===== src/rtl/multi_clock_divider.sv =====
// N-channel programmable clock divider: per-channel tick pulse and 50%-duty divided clock.
// Optional feature: define CLKDIV_SYNC_START_EN to add the sync_start realignment input.
module multi_clock_divider #(
  parameter int NCH         = 4,
  parameter int W           = 16,
  parameter int DIV_DEFAULT = 2
) (
  input  logic                                    clk,
  input  logic                                    limpa_n,
`ifdef CLKDIV_SYNC_START_EN
  input  logic                                    sync_start,
`endif
  input  logic [NCH-1:0]                          en,
  input  logic                                    cfg_valid,
  input  logic [((NCH > 1) ? $clog2(NCH) : 1)-1:0] cfg_ch,
  input  logic [W-1:0]                            cfg_div,
  output logic                                    cfg_ready,
  output logic                                    cfg_err,
  output logic [NCH-1:0]                          tick,
  output logic [NCH-1:0]                          clk_out
);

  localparam int            CHW     = (NCH > 1) ? $clog2(NCH) : 1;
  localparam logic [CHW:0]  NCH_L   = (CHW + 1)'(NCH);
  localparam logic [W-1:0]  DIV_RST = W'(DIV_DEFAULT);

  logic [W-1:0]   count    [NCH];
  logic [W-1:0]   div      [NCH];
  logic [W-1:0]   pend_div [NCH];
  logic [NCH-1:0] pending;

  logic ch_ok;
  logic div_ok;
  logic accept;
  logic sync_now;

  assign ch_ok  = ({1'b0, cfg_ch} < NCH_L);
  assign div_ok = (cfg_div != '0);
  assign accept = cfg_valid & cfg_ready & ch_ok & div_ok;

`ifdef CLKDIV_SYNC_START_EN
  assign sync_now = sync_start;
`else
  assign sync_now = 1'b0;
`endif

  // Out-of-range channels report ready so a bad write is always flagged.
  always_comb begin
    cfg_ready = 1'b1;
    for (int i = 0; i < NCH; i++) begin
      if (cfg_ch == CHW'(i)) cfg_ready = ~pending[i];
    end
  end

  always_ff @(posedge clk) begin
    if (!limpa_n) begin
      cfg_err <= 1'b0;
      tick    <= '0;
      clk_out <= '0;
      pending <= '0;
      for (int i = 0; i < NCH; i++) begin
        count[i]    <= '0;
        div[i]      <= DIV_RST;
        pend_div[i] <= DIV_RST;
      end
    end else begin
      cfg_err <= cfg_valid & cfg_ready & ~(ch_ok & div_ok);
      for (int i = 0; i < NCH; i++) begin
        if (sync_now) begin
          count[i]   <= '0;
          tick[i]    <= 1'b0;
          clk_out[i] <= 1'b0;
          if (pending[i]) begin
            div[i]     <= pend_div[i];
            pending[i] <= 1'b0;
          end
        end else if (en[i]) begin
          if (count[i] == div[i] - W'(1)) begin
            count[i]   <= '0;
            tick[i]    <= 1'b1;
            clk_out[i] <= ~clk_out[i];
            if (pending[i]) begin
              div[i]     <= pend_div[i];
              pending[i] <= 1'b0;
            end
          end else begin
            count[i] <= count[i] + W'(1);
            tick[i]  <= 1'b0;
          end
        end else begin
          tick[i] <= 1'b0;
          // A disabled channel would never reach terminal count, so apply now.
          if (pending[i]) begin
            div[i]     <= pend_div[i];
            count[i]   <= '0;
            pending[i] <= 1'b0;
          end
        end
        // Acceptance implies pending[i]==0, so it never collides with an apply above.
        if (accept && cfg_ch == CHW'(i)) begin
          pend_div[i] <= cfg_div;
          pending[i]  <= 1'b1;
        end
      end
    end
  end

endmodule


===== config.mk =====
export PLATFORM = sky130hd
export DESIGN_NAME = multi_clock_divider
export DESIGN_NICKNAME = d
export VERILOG_FILES = /design/src/rtl/multi_clock_divider.sv
export SDC_FILE = /design/constraint.sdc
export NUM_CORES = 1
export LEC_CHECK = 0
export ABC_AREA = 1
export CELL_PAD_IN_SITES_DETAIL_PLACEMENT = 1
export CELL_PAD_IN_SITES_GLOBAL_PLACEMENT = 1
export CORE_ASPECT_RATIO = 1.2
export CORE_MARGIN = 8
export CORE_UTILIZATION = 45
export CTS_BUF_LIST = sky130_fd_sc_hd__clkbuf_4 sky130_fd_sc_hd__clkbuf_8 sky130_fd_sc_hd__clkbuf_16
export DETAILED_ROUTE_END_ITERATION = 10
export GPL_TIMING_DRIVEN = 0
export PLACE_DENSITY = 0.72
export SLEW_MARGIN = 40
export SYNTH_ARGS = -nofsm -noshare
export SYNTH_HDL_FRONTEND = slang
export SYNTH_SLANG_ARGS = --single-unit
export TNS_END_PERCENT = 1

===== constraint.sdc =====
create_clock -name clk -period 5.83 [get_ports clk]
set_input_delay 1.166 -clock clk [delete_from_list [all_inputs] [get_ports clk]]
set_output_delay 1.166 -clock clk [all_outputs]
set_load 0.01 [all_outputs]

==> run summary <==
The number of vias after detailed routing came out at 8896. The leakage component of the power came out at between 5 and 6 nW. The root buffer cell chosen for the clock tree is sky130_fd_sc_hd__clkbuf_16. The maximum vdd ir drop is ~0.26 mV. Of the cells placed in the final design, the portion with a size suffix greater than 1 is between 10% and 20%.

The die covers between 30000 and 40000 um^2. The count of mapped cells out of synthesis came out at 1389. The mapped cell area came out at about 12000 um^2.

Headroom to the max-slew limit came out at between 50% and 60%. The area overhead of the layout relative to synthesis came out at 13.0%. The reg-to-reg critical path startpoint is div[1][0]. After detailed routing, the total wire length is 28600 um. The number of synthesized register bits came out at 205.

The number of violations reported at the end of detailed-routing iteration 0 came out at 352. Entering global routing, the biggest net connects 17 pins. The time the worst path needs with I/O delays and setup is between 4 and 5 ns.

Across the run, the number of max-cap violations was 0. The wire length of the first global-routing pass is roughly 47000 um. The share of flip-flops with an asynchronous set or reset came out at 0%.

On the final layout, the worst clock skew is around 0.019 ns. The count of clock tree sinks is approximately 210. The worst hold-check slack came out at 0.521 ns.

Counting instances, the worst hold path has a depth of 2. The portion of the clock cycle consumed by the worst path in the final layout is 70.0%. In this run the vertical extent of the chip is 194 um. Based on the critical path, the design can be clocked at up to 245 MHz. The floorplan row count is 65. The register-to-register setup slack is 2.64 ns. The minimum setup slack in the final design came out at 1.75 ns. The latest clock arrival within the worst-skew pair is 0.52 ns. The overall global routing resource usage is 18.1%.

The number of global-route vias before repair is 9393. The top fanout value on the critical path is 4. The path with the worst hold slack has its endpoint at clk_out[0]. The total power density per cell area is 267 nW/um^2.

The aggregate negative setup slack is 0 ns. The post-CTS setup-driven buffer insertion count came out at 0. Among all flip-flop cells after synthesis, the most frequent one is sky130_fd_sc_hd__edfxtp_1. The endpoint identified for the worst register-to-register timing path is div[1][0]. The net count after synthesis is ~1400. In this run, post-CTS hold repair placed 0 buffers.

Data arrives at the worst endpoint at about 2.9 ns. The number of filler instances in the final layout is 3088. The clock edge transition at the registers on the reported setup and hold paths is 0.06 ns. The detailed placer's ending HPWL came out at 22200 um.

The remaining global-route overflow came out at 0. The number of placed instances, taps included, is 1758. The flow ran to the end, and the final reports show no timing, DRC or antenna violations. The initial antenna violation count came out at 0. Setup repair after global routing left no endpoint under its margin. The top cell types in the final layout, fill and taps aside, are sky130_fd_sc_hd__nand2_1 (283), sky130_fd_sc_hd__nor2_1 (258), sky130_fd_sc_hd__inv_1 (228), sky130_fd_sc_hd__edfxtp_1 (192), sky130_fd_sc_hd__nand3_1 (83).

The total CTS buffers is 23. The number of optimization iterations in the first detailed-route pass came out at 5. The post-route cell area is 13500 um^2. After synthesis, the netlist uses 43 different library cells. The post-synthesis area per instance came out at 8.58 um^2. In this run the most critical hold path is launched from clk_out[0]. The detail-routed net length per standard cell came out at 15.9 um.

The slew at the pin closest to its max-slew limit is 0.689 ns. The worst path required time is 4.66 ns. The count of final max-slew check failures came out at 0.

The via count normalized by instance count came out at 4.94. The number of warnings issued by yosys is 0. The number of hold violations in the final report came to 0. The final net count came out at 1481. The final setup violation count came out at 0.

The horizontal die dimension came out at 165 um. For this run, design rule violations remaining after detail routing come to 0. Of the synthesized area, sequential elements account for roughly half. The worst setup path is captured at a primary output.

The pre-CTS worst setup slack is approximately 1.8 ns. The path class of the tightest hold or removal check is reg -> reg. The quantity of I/O buffers inserted on ports is 33. The number of primary I/O pins is 35.

The count of antenna diodes in the layout is 0. In this run the number of H-tree levels came out at 1. The starting utilization of the core area came out at between 40% and 50%.

The remaining antenna violation count after routing came out at 0. TritonCTS built the clock tree. The area of placed instances is roughly 13000 um^2. The core footprint came out at 26200 um^2.

The worst setup path is of the in -> out kind. The maximum buffer depth of the clock tree is 3. The cell depth of the worst flop-to-flop path came out at 15. The number of flops mapped to enable cells by yosys is 192. The post-cts resize count came out at 0.

The non-filler instance count after layout came out at 1800. STA classifies the critical path startpoint as an input port. The routability-driven placement congestion ratio is 0.853. Leaving out fill and tap cells, the most frequent cell in the layout is sky130_fd_sc_hd__nand2_1.
## stage by stage
| stage | utilization (%) | power, mW |
|---|---|---|
| 2_1_floorplan | - | 2.01 |
| 3_5_place_dp | 48.4 | 2.13 |
| 3_3_place_gp | 48.3 | 2.12 |
| 5_1_grt | 51.4 | 3.74 |
| 6_report | 51.4 | 3.60 |
| 4_1_cts | 51.4 | 3.65 |
## kinds of logic after synthesis
| family | after synthesis | share of synthesized area (%) |
|---|---|---|
| DFF | 205 | 50.6 |
| buffers and inverters | 245 | 8.25 |
| xor gates and xnor gates | 93 | 6.95 |
| AOI/OAI and AO/OA | 38 | 1.82 |
| adders and majority gates | 8 | 0.840 |
| and+or+nand+nor | 800 | 31.6 |
## synth_stat cells, drive strengths merged (3+ instances only)
cell type  count  area [um^2]
nor2         322         1490
nand2        302         1220
inv          230          863
edfxtp       192         5770
nand3         88          460
xor2          63          552
nor3          29          165
xnor2         29          254
nand3b        24          193
nand4         17          106
o21ai         14         70.1
a21oi         13         65.1
dfxtp         13          260
buf           12          108
ha             8          100
nor4           7         43.8
or2            6         37.5
clkbuf         3         11.3
o21bai         3         22.5
## state kept, by name, indices dropped and copies added (netlist names)
| register | cells |
|---|---|
| div | 64 |
| pend_div | 64 |
| tick | 4 |
| cfg_err | 1 |
| clk_out | 4 |
| pending | 4 |
| count | 64 |
## per-layer routing
layer  track usage [%]  vias to the layer above  wire (um)
met5                 0                        -          0
li1                  -                     4528          -
met2              32.5                       96      14500
met1              22.4                     4235      12600
met4              4.04                        0        537
met3              2.63                       37        907
## critical path, stage by stage
cell                              delay, ns
sky130_fd_sc_hd__clkdlybuf4s50_1       0.55
sky130_fd_sc_hd__inv_1                 0.10
sky130_fd_sc_hd__nand3_1               0.09
sky130_fd_sc_hd__nand2_1               0.06
sky130_fd_sc_hd__o22ai_1               0.31
sky130_fd_sc_hd__clkdlybuf4s50_1       0.64
## power by group
part / internal (mW) / leakage (nW) / total (mW) / switching [mW]
logic: 0.123 / 3.17 / 0.343 / 0.220
clock network: 0.911 / 0.393 / 1.50 / 0.584
registers: 1.69 / 2.14 / 1.76 / 0.0702
## area by class of cell
cell class | count | area [um^2] | share of cell area, %
Buffer | 15 | 119 | 0.883
Clock buffer | 32 | 649 | 4.83
Clock inverter | 10 | 126 | 0.939
Inverter | 230 | 863 | 6.42
Multi-Input combinational cell | 939 | 4910 | 36.5
Sequential cell | 205 | 6030 | 44.8
Tap cell | 335 | 419 | 3.11
Timing Repair Buffer | 34 | 342 | 2.54
## worst max path at each step
stage | startpoint | to | slack (ns) | cells after the start
after floorplan | cfg_ch[1] | pend_div[3][0] | 2.43 | 6
after global placement | cfg_ch[0] | pend_div[3][10] | 1.32 | 7
after detailed placement | cfg_ch[0] | cfg_ready | 1.82 | 6
after CTS | cfg_ch[0] | cfg_ready | 1.77 | 6
after global routing | cfg_ch[0] | cfg_ready | 1.69 | 6
final | cfg_ch[0] | cfg_ready | 1.75 | 6
Power figures use the tool's default switching activity.
